==> src/rtl/mips_ctrl_pkg.sv <==
// ---------------------------------------------------------------------------
// mips_ctrl_pkg
// Shared definitions for the MIPS control units (single-cycle and multicycle).
// Holds the FSM state encoding, opcode/funct constants, ALU operation codes,
// instruction class encoding and PC source select codes.
// No ports: package only.
// ---------------------------------------------------------------------------
package mips_ctrl_pkg;

    // Multicycle FSM states; values are visible on the debug 'state' port
    typedef enum logic [2:0] {
        ST_FETCH  = 3'd0,
        ST_DECODE = 3'd1,
        ST_EXEC   = 3'd2,
        ST_MEM    = 3'd3,
        ST_WB     = 3'd4,
        ST_BRANCH = 3'd5,
        ST_JUMP   = 3'd6,
        ST_TRAP   = 3'd7
    } state_t;

    // ALU operation codes understood by the datapath ALU
    typedef enum logic [2:0] {
        ALU_ADD = 3'd0,
        ALU_SUB = 3'd1,
        ALU_AND = 3'd2,
        ALU_OR  = 3'd3,
        ALU_NOR = 3'd4,
        ALU_SLL = 3'd5,
        ALU_SRL = 3'd6,
        ALU_SLT = 3'd7
    } alu_op_t;

    // Instruction class captured in DECODE and used by the later states
    typedef enum logic [2:0] {
        CLS_NONE    = 3'd0,
        CLS_RTYPE   = 3'd1,
        CLS_IALU    = 3'd2,
        CLS_LOAD    = 3'd3,
        CLS_STORE   = 3'd4,
        CLS_BRANCH  = 3'd5,
        CLS_JUMP    = 3'd6,
        CLS_ILLEGAL = 3'd7
    } inst_class_t;

    // Width of the native ALU operation code
    localparam int ALU_OP_BITS = 3;

    // Opcodes (IR[31:26])
    localparam logic [5:0] OP_RTYPE = 6'b000000;
    localparam logic [5:0] OP_J     = 6'b000010;
    localparam logic [5:0] OP_BEQ   = 6'b000100;
    localparam logic [5:0] OP_ADDI  = 6'b001000;
    localparam logic [5:0] OP_ADDIU = 6'b001001;
    localparam logic [5:0] OP_SLTI  = 6'b001010;
    localparam logic [5:0] OP_SLTIU = 6'b001011;
    localparam logic [5:0] OP_ANDI  = 6'b001100;
    localparam logic [5:0] OP_ORI   = 6'b001101;
    localparam logic [5:0] OP_LW    = 6'b100011;
    localparam logic [5:0] OP_SW    = 6'b101011;

    // R-type function codes (IR[5:0])
    localparam logic [5:0] FN_SLL  = 6'b000000;
    localparam logic [5:0] FN_SRL  = 6'b000010;
    localparam logic [5:0] FN_ADD  = 6'b100000;
    localparam logic [5:0] FN_ADDU = 6'b100001;
    localparam logic [5:0] FN_SUB  = 6'b100010;
    localparam logic [5:0] FN_SUBU = 6'b100011;
    localparam logic [5:0] FN_AND  = 6'b100100;
    localparam logic [5:0] FN_OR   = 6'b100101;
    localparam logic [5:0] FN_NOR  = 6'b100111;
    localparam logic [5:0] FN_SLT  = 6'b101010;
    localparam logic [5:0] FN_SLTU = 6'b101011;

    // PC source select
    localparam logic [1:0] PC_SRC_SEQ    = 2'b00;
    localparam logic [1:0] PC_SRC_BRANCH = 2'b01;
    localparam logic [1:0] PC_SRC_JUMP   = 2'b10;

    // Every class except R-type takes the sign-extended immediate as ALU B
    function automatic logic uses_immediate(inst_class_t cls);
        return (cls != CLS_RTYPE);
    endfunction

endpackage

==> src/rtl/alu_decode.sv <==
// ---------------------------------------------------------------------------
// alu_decode
// Purely combinational opcode/funct decoder shared with the single-cycle unit.
// Produces the instruction class and the ALU controls for that instruction.
// Ports:
//   opcode  in  6  IR[31:26]
//   funct   in  6  IR[5:0]
//   cls     out 3  instruction class (inst_class_t encoding)
//   alu_op  out 3  ALU operation (alu_op_t encoding)
//   sign1   out 1  operand A treated as unsigned
//   sign2   out 1  operand B treated as unsigned
//   shift   out 1  use shamt as the shift operand
// ---------------------------------------------------------------------------
module alu_decode
    import mips_ctrl_pkg::*;
(
    input  logic [5:0] opcode,
    input  logic [5:0] funct,
    output logic [2:0] cls,
    output logic [2:0] alu_op,
    output logic       sign1,
    output logic       sign2,
    output logic       shift
);

    // Anything not matched below falls out as an illegal instruction.
    // The unsigned variants (addu/subu/sltu/addiu/sltiu) raise both
    // unsigned-operand flags; everything else is signed.
    always_comb begin
        cls    = CLS_ILLEGAL;
        alu_op = ALU_ADD;
        sign1  = 1'b0;
        sign2  = 1'b0;
        shift  = 1'b0;

        case (opcode)
            OP_RTYPE: begin
                cls = CLS_RTYPE;
                case (funct)
                    FN_ADD:  alu_op = ALU_ADD;
                    FN_ADDU: begin
                        alu_op = ALU_ADD;
                        sign1  = 1'b1;
                        sign2  = 1'b1;
                    end
                    FN_SUB:  alu_op = ALU_SUB;
                    FN_SUBU: begin
                        alu_op = ALU_SUB;
                        sign1  = 1'b1;
                        sign2  = 1'b1;
                    end
                    FN_AND:  alu_op = ALU_AND;
                    FN_OR:   alu_op = ALU_OR;
                    FN_NOR:  alu_op = ALU_NOR;
                    FN_SLT:  alu_op = ALU_SLT;
                    FN_SLTU: begin
                        alu_op = ALU_SLT;
                        sign1  = 1'b1;
                        sign2  = 1'b1;
                    end
                    FN_SLL: begin
                        alu_op = ALU_SLL;
                        shift  = 1'b1;
                    end
                    FN_SRL: begin
                        alu_op = ALU_SRL;
                        shift  = 1'b1;
                    end
                    default: cls = CLS_ILLEGAL;
                endcase
            end
            OP_LW: begin
                cls    = CLS_LOAD;
                alu_op = ALU_ADD;
            end
            OP_SW: begin
                cls    = CLS_STORE;
                alu_op = ALU_ADD;
            end
            OP_BEQ: begin
                cls    = CLS_BRANCH;
                alu_op = ALU_SUB;
            end
            OP_J: begin
                cls = CLS_JUMP;
            end
            OP_ADDI: begin
                cls    = CLS_IALU;
                alu_op = ALU_ADD;
            end
            OP_ADDIU: begin
                cls    = CLS_IALU;
                alu_op = ALU_ADD;
                sign1  = 1'b1;
                sign2  = 1'b1;
            end
            OP_ANDI: begin
                cls    = CLS_IALU;
                alu_op = ALU_AND;
            end
            OP_ORI: begin
                cls    = CLS_IALU;
                alu_op = ALU_OR;
            end
            OP_SLTI: begin
                cls    = CLS_IALU;
                alu_op = ALU_SLT;
            end
            OP_SLTIU: begin
                cls    = CLS_IALU;
                alu_op = ALU_SLT;
                sign1  = 1'b1;
                sign2  = 1'b1;
            end
            default: cls = CLS_ILLEGAL;
        endcase
    end

endmodule

==> src/rtl/multicycle_control_unit.sv <==
// ---------------------------------------------------------------------------
// multicycle_control_unit
// FSM-based control for a multicycle MIPS datapath with handshaked
// instruction and data memories, a memory wait timeout and sticky
// illegal-instruction / timeout trap flags.
// Parameters:
//   ALUOP_W     ALU operation output width (>= 3)
//   WAIT_LIMIT  max cycles to wait on a memory ready; 0 disables the timeout
// Ports:
//   clk, rst                 clock (rising edge), async active-high reset
//   opcode, funct            instruction fields IR[31:26], IR[5:0]
//   zero                     ALU zero flag (branch decision)
//   imem_ready, dmem_ready   memory handshakes
//   imem_req, ir_write, pc_write, pc_src        fetch / PC control
//   reg_write, reg_dst, mem_to_reg, alu_src_b   datapath muxes and write enable
//   alu_op, sign1, sign2, shift                 ALU controls
//   mem_read, mem_write      data memory strobes
//   illegal, timeout         sticky trap causes
//   state                    current FSM state for debug
// ---------------------------------------------------------------------------
module multicycle_control_unit
    import mips_ctrl_pkg::*;
#(
    parameter int ALUOP_W    = 3,
    parameter int WAIT_LIMIT = 15
)(
    input  logic               clk,
    input  logic               rst,
    input  logic [5:0]         opcode,
    input  logic [5:0]         funct,
    input  logic               zero,
    input  logic               imem_ready,
    input  logic               dmem_ready,
    output logic               imem_req,
    output logic               ir_write,
    output logic               pc_write,
    output logic [1:0]         pc_src,
    output logic               reg_write,
    output logic               reg_dst,
    output logic               mem_to_reg,
    output logic               alu_src_b,
    output logic [ALUOP_W-1:0] alu_op,
    output logic               sign1,
    output logic               sign2,
    output logic               shift,
    output logic               mem_read,
    output logic               mem_write,
    output logic               illegal,
    output logic               timeout,
    output logic [2:0]         state
);

    // Counter just wide enough to hold WAIT_LIMIT
    localparam int CNT_W = (WAIT_LIMIT > 0) ? $clog2(WAIT_LIMIT + 1) : 1;
    localparam logic [CNT_W-1:0] CNT_LIMIT = CNT_W'(WAIT_LIMIT);

    state_t           state_q;
    state_t           state_d;
    inst_class_t      cls_q;
    alu_op_t          alu_op_q;
    logic             sign1_q;
    logic             sign2_q;
    logic             shift_q;
    logic             illegal_q;
    logic             timeout_q;
    logic [CNT_W-1:0] wait_q;

    logic [2:0]       dec_cls;
    logic [2:0]       dec_alu_op;
    logic             dec_sign1;
    logic             dec_sign2;
    logic             dec_shift;

    logic             wait_expired;
    logic             waiting;
    logic             set_illegal;
    logic             set_timeout;

    alu_decode u_alu_decode (
        .opcode (opcode),
        .funct  (funct),
        .cls    (dec_cls),
        .alu_op (dec_alu_op),
        .sign1  (dec_sign1),
        .sign2  (dec_sign2),
        .shift  (dec_shift)
    );

    // The limit cycle itself still accepts a ready; only a missing ready
    // while the counter sits at the limit sends us to TRAP.
    assign wait_expired = (WAIT_LIMIT > 0) && (wait_q == CNT_LIMIT);
    assign waiting      = ((state_q == ST_FETCH) && !imem_ready) ||
                          ((state_q == ST_MEM)   && !dmem_ready);

    // Next-state selection plus all control outputs. Outputs follow the
    // registered state, so an async reset drops every strobe immediately.
    // The fetch strobes are also gated by rst so nothing fires while held
    // in reset even if imem_ready happens to be high.
    always_comb begin
        state_d     = state_q;
        set_illegal = 1'b0;
        set_timeout = 1'b0;
        imem_req    = 1'b0;
        ir_write    = 1'b0;
        pc_write    = 1'b0;
        pc_src      = PC_SRC_SEQ;
        reg_write   = 1'b0;
        reg_dst     = 1'b0;
        mem_to_reg  = 1'b0;
        alu_src_b   = 1'b0;
        alu_op      = '0;
        sign1       = 1'b0;
        sign2       = 1'b0;
        shift       = 1'b0;
        mem_read    = 1'b0;
        mem_write   = 1'b0;

        case (state_q)
            ST_FETCH: begin
                imem_req = 1'b1;
                ir_write = imem_ready & ~rst;
                pc_write = imem_ready & ~rst;
                pc_src   = PC_SRC_SEQ;
                if (imem_ready) begin
                    state_d = ST_DECODE;
                end else if (wait_expired) begin
                    state_d     = ST_TRAP;
                    set_timeout = 1'b1;
                end
            end
            ST_DECODE: begin
                case (inst_class_t'(dec_cls))
                    CLS_RTYPE, CLS_IALU, CLS_LOAD, CLS_STORE: state_d = ST_EXEC;
                    CLS_BRANCH: state_d = ST_BRANCH;
                    CLS_JUMP:   state_d = ST_JUMP;
                    default: begin
                        state_d     = ST_TRAP;
                        set_illegal = 1'b1;
                    end
                endcase
            end
            ST_EXEC: begin
                alu_op    = ALUOP_W'(alu_op_q);
                sign1     = sign1_q;
                sign2     = sign2_q;
                shift     = shift_q;
                alu_src_b = uses_immediate(cls_q);
                if ((cls_q == CLS_LOAD) || (cls_q == CLS_STORE)) begin
                    state_d = ST_MEM;
                end else begin
                    state_d = ST_WB;
                end
            end
            ST_MEM: begin
                mem_read  = (cls_q == CLS_LOAD);
                mem_write = (cls_q == CLS_STORE);
                if (dmem_ready) begin
                    state_d = (cls_q == CLS_LOAD) ? ST_WB : ST_FETCH;
                end else if (wait_expired) begin
                    state_d     = ST_TRAP;
                    set_timeout = 1'b1;
                end
            end
            ST_WB: begin
                reg_write  = 1'b1;
                reg_dst    = (cls_q == CLS_RTYPE);
                mem_to_reg = (cls_q == CLS_LOAD);
                state_d    = ST_FETCH;
            end
            ST_BRANCH: begin
                alu_op   = ALUOP_W'(ALU_SUB);
                pc_src   = PC_SRC_BRANCH;
                pc_write = zero;
                state_d  = ST_FETCH;
            end
            ST_JUMP: begin
                pc_write = 1'b1;
                pc_src   = PC_SRC_JUMP;
                state_d  = ST_FETCH;
            end
            ST_TRAP: begin
                state_d = ST_TRAP;
            end
            default: begin
                state_d = ST_TRAP;
            end
        endcase
    end

    // State register, decoded-instruction register, sticky flags and the
    // memory wait counter. The counter restarts whenever the state changes,
    // which covers every entry into FETCH or MEM, and only counts while one
    // of those states is stalled on its ready.
    always_ff @(posedge clk or posedge rst) begin
        if (rst) begin
            state_q   <= ST_FETCH;
            cls_q     <= CLS_NONE;
            alu_op_q  <= ALU_ADD;
            sign1_q   <= 1'b0;
            sign2_q   <= 1'b0;
            shift_q   <= 1'b0;
            illegal_q <= 1'b0;
            timeout_q <= 1'b0;
            wait_q    <= '0;
        end else begin
            state_q <= state_d;

            if (state_q == ST_DECODE) begin
                cls_q    <= inst_class_t'(dec_cls);
                alu_op_q <= alu_op_t'(dec_alu_op);
                sign1_q  <= dec_sign1;
                sign2_q  <= dec_sign2;
                shift_q  <= dec_shift;
            end

            if (set_illegal) begin
                illegal_q <= 1'b1;
            end
            if (set_timeout) begin
                timeout_q <= 1'b1;
            end

            if (state_d != state_q) begin
                wait_q <= '0;
            end else if (waiting && (wait_q != CNT_LIMIT)) begin
                wait_q <= wait_q + CNT_W'(1);
            end
        end
    end

    assign illegal = illegal_q;
    assign timeout = timeout_q;
    assign state   = state_q;

endmodule

==> config.mk <==
export PLATFORM = sky130hd
export DESIGN_NAME = multicycle_control_unit
export DESIGN_NICKNAME = d
export VERILOG_FILES = /design/src/rtl/mips_ctrl_pkg.sv /design/src/rtl/alu_decode.sv /design/src/rtl/multicycle_control_unit.sv
export SDC_FILE = /design/constraint.sdc
export NUM_CORES = 1
export LEC_CHECK = 0
export CAP_MARGIN = 30
export CORE_MARGIN = 4
export CORE_UTILIZATION = 45
export DETAILED_ROUTE_END_ITERATION = 16
export PLACE_DENSITY = 0.8
export SYNTH_ARGS = -nofsm -noshare
export SYNTH_HDL_FRONTEND = slang
export SYNTH_SLANG_ARGS = --single-unit
==> constraint.sdc <==
create_clock -name clk -period 2.05 [get_ports clk]
set_input_delay 0.41 -clock clk [delete_from_list [all_inputs] [get_ports clk]]
set_output_delay 0.41 -clock clk [all_outputs]
set_load 0.02 [all_outputs]
; After elaboration in Yosys (flattened, before gate mapping)
; Index checks and enable logic that the tools add are counted.
[op_classes]
add_sub_neg = 1
multipliers = 0
div = 0
magnitude_cmp = 0
n_eq_ne = 40
shifts = 0
n_mux = 36
bitwise = 2
n_reduce_logical = 22
[op_table]
columns = cell, count
row1 = "6-bit equality test, second input constant", 11
row2 = "6-bit by 4-bit equality test with 1-bit output, second input constant", 6
row3 = 3-bit case mux with 6 select lines, 2
row4 = "3-bit equality test, second input constant", 8
row5 = 3-bit case mux with 7 select lines, 1
row6 = 1-bit two-way mux, 18
row7 = 3-bit two-way mux, 6
row8 = "3-bit by 2-bit equality test with 1-bit output, second input constant", 5
row9 = 3-bit case mux with 5 select lines, 1
row10 = "6-bit by 2-bit equality test with 1-bit output, second input constant", 2
row11 = 6-bit zero test, 2
row12 = 6-bit OR reduction, 2
row13 = 11-bit OR reduction, 1
row14 = 2-bit OR reduction, 5
row15 = "3-bit by 1-bit equality test with 1-bit output, second input constant", 3
row16 = 3-bit case mux with 3 select lines, 1
row17 = 4-bit two-way mux, 2
row18 = "6-bit by 3-bit equality test with 1-bit output, second input constant", 1
row19 = 3-bit case mux with 2 select lines, 1
row20 = 3-bit OR reduction, 2
row21 = "4-bit by 1-bit adder with 4-bit output, second input constant", 1
row22 = "4-bit equality test, second input constant", 1
row23 = "4-bit != test, second input constant", 1
row24 = 1-bit case mux with 2 select lines, 2
row25 = 12 further kinds, 16
[totals]
ff_bits = 17
latchBits = 0
ram_bits = 0
rom_bits = 0
input_bits = 17
output_inout_bits = 22
elab_cells = 109
memories = 0

; Longest topological paths before layout
; Gate-level depths: netlist of run 1.
[depth]
depth_word = 10
ltp_mapped = 6
depth_no_buf = 6

; Cells and area by module
; A second synthesis of run 1 with hierarchy kept.
[hier_totals]
hier_cells = 175
area_unflattened_um2 = 1551.5
[by_module_without_submodules]
columns = module, n_inst, cells_each, area_per_inst_um2, seq_area_each_um2
row1 = multicycle_control_unit, 1, 108, 1121.1, 450.4
row2 = alu_decode, 1, 67, 430.4, 0.0

; Worst setup path after synthesis of run 1
; Ideal clock, no wire load.
[synth_path]
kind = register to output
from = register state_q[1], in the netlist state[1]
to = output pc_write
t_arrival_ns = 1.923
required_ns = 1.640
setup_slack_ns = -0.283
stages_incl_launch_ff = 6
path_buffers = 1
cell_sequence = dfrtp_1 buf_2 or2_2 nor2_1 and3_1 a211o_1
[synth_between]
elab_chain_cells = 2
word_cells_on_any_way = 4
cone_classes = eq/ne (2) / mux (1) / reduce/logical (1)
[synth_lines]
columns = item, line
row1 = from (decl), multicycle_control_unit.sv:57  ; state_t state_q;
row2 = from (signal assigned), multicycle_control_unit.sv:206  ; state_q <= state_d;
row3 = 3-bit equality test / 3-bit zero test (equally long branches), multicycle_control_unit.sv:118  ; case (state_q)
row4 = 1-bit case mux with 3 select lines (*), multicycle_control_unit.sv:118
row5 = to (decl), multicycle_control_unit.sv:36  ; output logic pc_write,
; Mark *: on every way between the ends. The rest lies on a longest branch, timed or not.

; Worst setup path after layout of run 1
[layout_path]
from = register state_q[0], in the netlist state[0]
to = output pc_write
; The elaborated chain is that of the path after synthesis.

==> results of run 1 <==
[metal layers]
layer | track usage (%) | share of wire [%] | vias to the layer above
met1 | 25.9 | 42 | 786
met2 | 34.8 | 49 | 64
li1 | - | - | 846
met5 | 0 | 0 | -
met4 | 8.55 | 2.2 | 0
met3 | 2.91 | 6.3 | 11
[state kept, by name (all words and copies together) (netlist names)]
signal	flops
timeout	1
shift_q	1
wait_q	4
sign2_q	1
illegal	1
alu_op_q	3
cls_q	3
state	3
[what timing repair did]
action,in CTS,in global routing
setup endpoints to repair,18,21
cloned,0,0
setup buffers,0,4
gates resized for setup,26,35
pin swaps,0,3
[critical path: cells and delay by family (launching register included)]
kind,cells,cell delay (ps)
compound gates,1,260
buf+inv,2,350
flops,1,430
simple gates,2,260
[kinds of logic after synthesis]
| kind of cell | count (synthesis) |
|---|---|
| xor+xnor | 3 |
| fa+ha+maj | 1 |
| simple gates | 96 |
| compound gates | 51 |
| buf+inv | 17 |
| flops | 17 |
| mux | 4 |
[worst max path at each step]
| stage | from | to | slack [ps] | depth (start not counted) |
|---|---|---|---|---|
| 4_1_cts | state[2] | imem_req | 1 | 4 |
| 2_1_floorplan | state[0] | pc_write | -10 | 4 |
| 5_1_grt | state[1] | pc_write | -7 | 5 |
| 6_report | state[0] | pc_write | 50 | 5 |
| 3_3_place_gp | rst | pc_write | -240 | 5 |
| 3_5_place_dp | opcode[0] | wait_q[1] | -320 | 6 |
[synthesized netlist by cell type (all sizes together) (3+ instances only)]
cell type,count
nor4,6
and3,4
inv,4
nor2,20
o21ai,9
and2,7
nand2,21
a32o,4
dfrtp,17
nor3,11
nand3b,4
a31oi,3
a21oi,10
mux2i,4
buf,11
nor2b,5
nand2b,6
[per-stage QoR]
step	total power [uW]	setup TNS, ps	std cells	setup slack, ps
after floorplan	1370	-15.0	189	-15.0
after global placement	1910	-1340	298	-236
after detailed placement	1960	-1920	298	-322
after CTS	2110	0	302	1.11
after global routing	2410	-13.6	306	-7.36
final	2260	0	306	49.2
[power by group]
part	switching, uW	total [uW]	internal (uW)
combinational	873	1570	699
clock	112	188	76.1
sequential	76.2	497	421
[area by class of cell]
cell class / instances / area, sq um / area share [%]
clock buffer: 4 / 26.3 / 1.18
sequential: 17 / 427 / 19.1
timing repair buffer: 82 / 662 / 29.7
tap: 44 / 55.1 / 2.47
multi-input combinational: 155 / 1050 / 46.9
inverter: 4 / 15.0 / 0.673
==> results_dict.tcl, run 1 <==
set metrics [dict create \
    clk_pin_slew_ps 100 \
    crit_required_ps 1640 \
    final_common_cell "buf_4" \
    postCtsHoldBufs 0 \
    grt_use_total_pct 20.5 \
    fin_area_sq_um 2230 \
    final_cell_mix "buf_4 (43), nand2_1 (21), nor2_1 (19), clkdlybuf4s50_1 (17), dfrtp_1 (16)" \
    setup_viol_count_final 0 \
    crit_path_end_kind "primary output" \
    timing.rr.end "wait_q[1]" \
    grt_max_degree 18 \
    slew_violations 0 \
    drt_iter0_drc 138 \
    hp-class "input port to asynchronous set/reset pin" \
    clk_path_buf_depth 2 \
    cts.sink_count 17 \
    async_flop_share_pct 100 \
    grt_pass1_vias 1570 \
    synth.area.mux_share_pct 2.69 \
    slowest_stage "dfrtp_1" \
    max_cap_viol_count 0 \
    layout-drive-gt1-share_pct 31.3 \
    row_count 20 \
    syn_area_sq_um 1490 \
    critical_path_class "flop to primary output" \
    synth_top_flop_cell "dfrtp_1" \
    hold_ws_ps 428 \
    clk_latency_ps 310 \
    avgSynthCellArea_sq_um 7.86 \
    slew-limit-headroom_pct 64.5 \
    core_area_sq_um 3100 \
    p_per_area_nw_per_um2 1010 \
    yosys.area.top_type "dfrtp_1" \
    synth_nets 207 \
    min_period_over_period_pct 97.6 \
    critPathMaxStageDelay_ps 430 \
    critPathArrivalTime_ps 1590 \
    ys_types 57 \
    root_buffer "clkbuf_4" \
    reg2reg_depth 6 \
    synthXorXnorAreaFrac_pct 1.77 \
    synth_top_area_share_pct 28.6 \
    ant_nets 0 \
    initial_utilization_pct 47.9 \
    routedWlPerCell_um 14.4 \
    synth_seq_cells 17 \
    synth_top_family_by_area "simple AND/OR/NAND/NOR gates" \
    cp_cell_sequence "buf_4, nor2_4, and3_2, a211o_1, buf_2" \
    synth_fa_ha_area_share_pct 0.842 \
    cp_max_fo 6 \
    antenna_found_initial 0 \
    dp_hpwl_um 3300 \
    nFillCells 247 \
    fin_util_pct 71.9 \
    htree_levels 1 \
    ir_worst_vdd_mv 0.307 \
    antenna_cells 0 \
    synth_area_leaders "dfrtp_1 (29%), nand2_1 (5.3%), nor2_1 (5.1%), a21oi_1 (3.4%), nor3_1 (3.0%)" \
    vias_per_cell 5.58 \
    worst_pin_slew_ps 532 \
    io_buffers 38 \
    grt_pass1_wl_um 6930 \
    drc_errors 0 \
    io_pins 39 \
    dpl-instance-area_sq_um 2170 \
    syn_to_final_growth_pct 50.1 \
    hold_viol 0 \
    outcome "completed" \
    netlist_instances 189 \
    firstDrtPassIters 4 \
    synth_compound_gate_area_share_pct 26.1 \
    die_w_um 65.5 \
    p_leak_uw 0.00105 \
    dieArea_sq_um 4290 \
    yosysWarnings 0 \
    place_congestion 0.913 \
    cts-buffers-inserted 3 \
    synth_edf_count 0 \
    nets 281 \
    vias 1707 \
    seq_area_frac_synth_pct 28.6 \
    drt-total-wl_um 4420 \
    reg2reg_from "state[0]" \
    fmax_mhz 500 \
    cts_tree "yes" \
    synth-simple-area-share_pct 34.6 \
    fin_worst_skew_ps 5.08 \
    reg2reg_slack_ps 110 \
    overflow 0 \
    die_y_um 65.5 \
    crit_path_start_kind "flop" \
    fin_crit_ps 2000 \
]
(Power assumes the default switching activity.)
==> run 2: changes to the inputs <==
==> constraint.sdc (replaced) <==
create_clock -name clk -period 2.05 [get_ports clk]
set_input_delay 0.615 -clock clk [delete_from_list [all_inputs] [get_ports clk]]
set_output_delay 0.615 -clock clk [all_outputs]
set_load 0.02 [all_outputs]
==> run 2 against run 1 <==
Net effect: the run now ends with negative setup slack left; utilization rose by 11 points; worst setup slack got worse by 180 ps; combinational power rose by 26%; clock skew rose by 0.67 ps; global-route usage rose by 1.9 points; highest routed layer unchanged.
==> results_dict.tcl, run 2 (synthesis gave the netlist of run 1 again) <==
set metrics [dict create \
    overflow 0 \
    final_common_cell "buf_4" \
    fin_crit_ps 2180 \
    dieArea_sq_um 4290 \
    nFillCells 192 \
    slew_violations 0 \
    initial_utilization_pct 47.9 \
    p_per_area_nw_per_um2 1040 \
    postCtsHoldBufs 0 \
    die_y_um 65.5 \
    crit_path_start_kind "flop" \
    drc_errors 0 \
    row_count 20 \
    power_uw 2670 \
    final_cell_mix "buf_4 (60), nand2_1 (19), buf_6 (18), nor2_1 (16), dfrtp_1 (16)" \
    cp_cell_sequence "buf_4, nor2_4, and3_4, a211o_4, buf_6" \
    antenna_cells 0 \
    tns_ps -389 \
    violations "negative setup slack" \
    slew-limit-headroom_pct 76.7 \
    largest_register "wait_q" \
    drt-total-wl_um 5010 \
    antenna_found_initial 0 \
    core_area_sq_um 3100 \
    io_buffers 38 \
    seqCellArea_sq_um 427 \
    p_leak_uw 0.00122 \
    reg2reg_from "state[0]" \
    outcome "finished, violations left" \
    routedWlPerCell_um 15.3 \
    grtUsageMet2_pct 41.7 \
    clk_path_buf_depth 2 \
    htree_levels 1 \
    fin_worst_skew_ps 5.76 \
    grt_use_met3_pct 1.54 \
    grt_pass1_vias 1699 \
    setup_viol_count_final 10 \
    vias_per_cell 5.57 \
    largest_register_ffs 4 \
    ir_worst_vdd_mv 0.374 \
    cts_tree "yes" \
    dpl-instance-area_sq_um 2300 \
    layout-drive-gt1-share_pct 45.6 \
    critical_path_class "flop to primary output" \
    fin_area_sq_um 2560 \
    ant_nets 0 \
    hold_viol 0 \
    critPathArrivalTime_ps 1560 \
    dp_slack_ps -618 \
    place_congestion 0.903 \
    clk_latency_ps 290 \
    clk_pin_slew_ps 100 \
    drt_iter0_drc 123 \
    hp-class "flop to flop" \
    grt_pass1_wl_um 7690 \
    cp_max_fo 4 \
    syn_to_final_growth_pct 72.6 \
    fin_util_pct 82.7 \
    timing.rr.end "wait_q[0]" \
    reg2reg_depth 7 \
    setup_ws_ps -127 \
    crit_path_end_kind "primary output" \
    vias 1821 \
    die_w_um 65.5 \
    root_buffer "clkbuf_4" \
    fmax_mhz 459 \
    rsz0062_at_grt "yes" \
    busiest_layer "met2" \
    cts.sink_count 17 \
    slowest_stage "dfrtp_1" \
    min_from "timeout" \
    critPathMaxStageDelay_ps 500 \
    crit_required_ps 1430 \
    io_pins 39 \
    cts-buffers-inserted 3 \
    gr-usage-met1_pct 28.3 \
    reg2reg_slack_ps -40 \
    holdPathEnd "timeout" \
    grt_use_total_pct 22.4 \
    min_period_over_period_pct 106 \
    multi_input_area_sq_um 1150 \
    worst_pin_slew_ps 347 \
    grt_max_degree 18 \
    max_cap_viol_count 0 \
    dp_hpwl_um 3480 \
    nets 302 \
    firstDrtPassIters 4 \
    hold_path_depth 1 \
]
[run 2: cell types whose count changed in the layout (fill, tap and decap cells not counted), moves of 5 or more]
cell	change
buf_4	+17
and2_1	-5
dlygate4sd2_1	+5
buf_6	+17
clkbuf_2	-10
clkdlybuf4s50_1	-10
and2_4	+5
[run 2: critical path: cells and delay by family, from the launching register on]
kind | cells | cell delay [ps]
DFF | 1 | 500
buffers and inverters | 2 | 320
AOI/OAI and AO/OA | 1 | 260
and+or+nand+nor | 2 | 190
[run 2: final cells by class]
type                    count  area share [%]
well taps                  44            2.15
clock inverters             1           0.195
clock buffers               3           0.878
multi-input cells         155            45.0
repair buffers            103            34.6
inverters                   4           0.585
flip-flops and latches     17            16.6
[run 2: worst max path at each step]
stage / start / to / slack (ps) / cells after the start
after global routing: state[0] / pc_write / -170 / 5
after global placement: rst / pc_write / -620 / 5
final: state[0] / pc_write / -130 / 5
after floorplan: state[1] / pc_write / -40 / 5
after CTS: state[1] / pc_write / -80 / 5
after detailed placement: imem_ready / pc_write / -620 / 4
[run 2: repair_timing]
item,in CTS,in global routing
pin swaps,5,11
setup buffers,3,8
endpoints found under the setup margin,28,25
gates resized for setup,104,43
[run 2: metal layers]
metal  part of all wire [%]  up-vias
met5                      0        -
met4                    2.3        0
met3                    4.2       13
met2                     51       68
met1                     43      862
li1                       -      878
[run 2: metrics by stage]
| step | hold WS [ps] | instances |
|---|---|---|
| after global placement | 438 | 312 |
| after CTS | 468 | 319 |
| after global routing | 503 | 327 |
| after detailed placement | 450 | 312 |
| final | 465 | 327 |
| after floorplan | 442 | 189 |
[run 2: power by group]
part	total (uW)	leakage [uW]	switching, uW	internal, uW
clock	178	0.0000177	105	72.5
combinational	1980	0.000989	1020	960
sequential	512	0.000216	90.8	421
total	2670	0.00122	1220	1450
==> run 3: changes to the inputs <==
--- a/config.mk
+++ b/config.mk
@@ -13,3 +13,4 @@
 export SYNTH_ARGS = -nofsm -noshare
 export SYNTH_HDL_FRONTEND = slang
 export SYNTH_SLANG_ARGS = --single-unit
+export TNS_END_PERCENT = 50
==> constraint.sdc (replaced) <==
create_clock -name clk -period 2.05 [get_ports clk]
set_input_delay 0.41 -clock clk [delete_from_list [all_inputs] [get_ports clk]]
set_output_delay 0.41 -clock clk [all_outputs]
set_load 0.02 [all_outputs]
==> run 3 against run 2 <==
Net effect: the run now ends clean; wire length fell by 13%; count of clock-buffer cells in the layout rose by 1; final cell count fell by 7.6%; combinational power fell by 24%; design area fell by 15%; sequential share of layout area rose by 2.9 points; utilization fell by 12 points; clock skew fell by 2.3 ps; non-clock buffer count fell by 25; worst setup slack improved by 160 ps; total power fell by 18%; critical endpoint unchanged; largest power group unchanged; highest routed layer unchanged.
==> results_dict.tcl, run 3 (synthesis gave the netlist of run 1 again) <==
set metrics [dict create \
    crit_path_end_kind "primary output" \
    hold_viol 0 \
    drt_iter0_drc 164 \
    wl_met1_um 1800 \
    drc_errors 0 \
    cts.sink_count 17 \
    critPathArrivalTime_ps 1610 \
    die_y_um 65.5 \
    syn_to_final_growth_pct 47.1 \
    row_count 20 \
    postCtsHoldBufs 0 \
    htree_levels 1 \
    final_cell_mix "buf_4 (41), nand2_1 (21), nor2_1 (19), clkdlybuf4s50_1 (17), dfrtp_1 (16)" \
    nets 277 \
    top_layer_used "met4" \
    dr_wl_met3_um 342 \
    p_leak_uw 0.00103 \
    dieArea_sq_um 4290 \
    overflow 0 \
    vias_per_cell 5.64 \
    hold_ws_ps 439 \
    fin_crit_ps 2020 \
    ir_worst_vdd_mv 0.317 \
    hp-class "input port to asynchronous set/reset pin" \
    dr_wl_met2_um 2120 \
    crit_path_start_kind "flop" \
    rsz0062_at_grt "yes" \
    fmax_mhz 495 \
    drt-total-wl_um 4350 \
    clk_path_buf_depth 2 \
    firstDrtPassIters 4 \
    grt_pass1_vias 1570 \
    clk_pin_slew_ps 90 \
    crit_start "state[2]" \
    ant_nets 0 \
    critical_path_class "flop to primary output" \
    crit_required_ps 1640 \
    largest_register_ffs 4 \
    worst_pin_slew_ps 560 \
    max_cap_viol_count 0 \
    largest_register "wait_q" \
    root_buffer "clkbuf_4" \
    setup_viol_count_final 0 \
    min_period_over_period_pct 98.5 \
    slew_violations 0 \
    reg2reg_from "state[0]" \
    cts_tree "yes" \
    outcome "completed" \
    fin_worst_skew_ps 3.47 \
    place_congestion 0.913 \
    antenna_cells 0 \
    die_w_um 65.5 \
    grt_pass1_wl_um 6930 \
    fin_area_sq_um 2190 \
    initial_utilization_pct 47.9 \
    grt_use_total_pct 20.5 \
    cts-buffers-inserted 3 \
    final_common_cell "buf_4" \
    grt_max_degree 18 \
    cp_max_fo 7 \
    routedWlPerCell_um 14.4 \
    io_pins 39 \
    clk_latency_ps 300 \
    slew-limit-headroom_pct 62.7 \
    dp_hpwl_um 3300 \
    dpl-instance-area_sq_um 2170 \
    layout-drive-gt1-share_pct 30.6 \
    p_per_area_nw_per_um2 1000 \
    vias 1704 \
    io_buffers 38 \
    antenna_found_initial 0 \
    core_area_sq_um 3100 \
]
run 3: final timing paths:
check	depth (start not counted)	endpoint	slack, ps
worst max-delay path	5	pc_write	30
worst min-delay path	3	state[1]	440
worst max register to register	6	wait_q[1]	100
worst min register to register	1	timeout	460
max in group asynchronous	3	state[2]	1410
min in group clk	1	timeout	460
run 3: cell type report:
type | instances | area (sq um)
Multi-Input combinational cell | 155 | 1040
Fill cell | 257 | 916
Timing Repair Buffer | 78 | 621
Sequential cell | 17 | 427
Tap cell | 44 | 55.1
Clock buffer | 4 | 26.3
Inverter | 4 | 15.0
run 3: where the power goes:
part           total [uW]  internal, uW  switching, uW
logic                1510           647            864
registers             497           421           75.7
clock network         181          75.9            106
total                2190          1140           1050
run 3: what timing repair did:
action | CTS | global route
endpoints found under the setup margin | 18 | 21
endpoints found under the hold margin | 0 | 0
setup buffers | 0 | 0
gates cloned | 0 | 0
pin swaps | 0 | 3
resized for setup | 26 | 37
run 3: worst max-delay path, stage by stage (launching register included):
cell	delay, ps
dfrtp_2	460
or2_2	340
nor2_4	100
and3_2	190
a211o_1	100
buf_4	130
run 3: metrics by stage:
| stage | total power [uW] | TNS [ps] | utilization [%] | std cells | worst slack [ps] |
|---|---|---|---|---|---|
| after floorplan | 1370 | -15.0 | - | 189 | -15.0 |
| final | 2190 | 0 | 70.5 | 302 | 31.6 |
| after CTS | 2110 | 0 | 70.5 | 302 | 1.11 |
| after global placement | 1910 | -1340 | 70.0 | 298 | -236 |
| after global routing | 2340 | -67.9 | 70.5 | 302 | -32.5 |
| after detailed placement | 1960 | -1920 | 70.0 | 298 | -322 |
run 3: layer usage:
| layer | global-route usage [%] | up-vias |
|---|---|---|
| met1 | 25.9 | 784 |
| met3 | 2.91 | 9 |
| met2 | 34.8 | 78 |
| li1 | - | 833 |
| met5 | 0 | - |
| met4 | 8.55 | 0 |
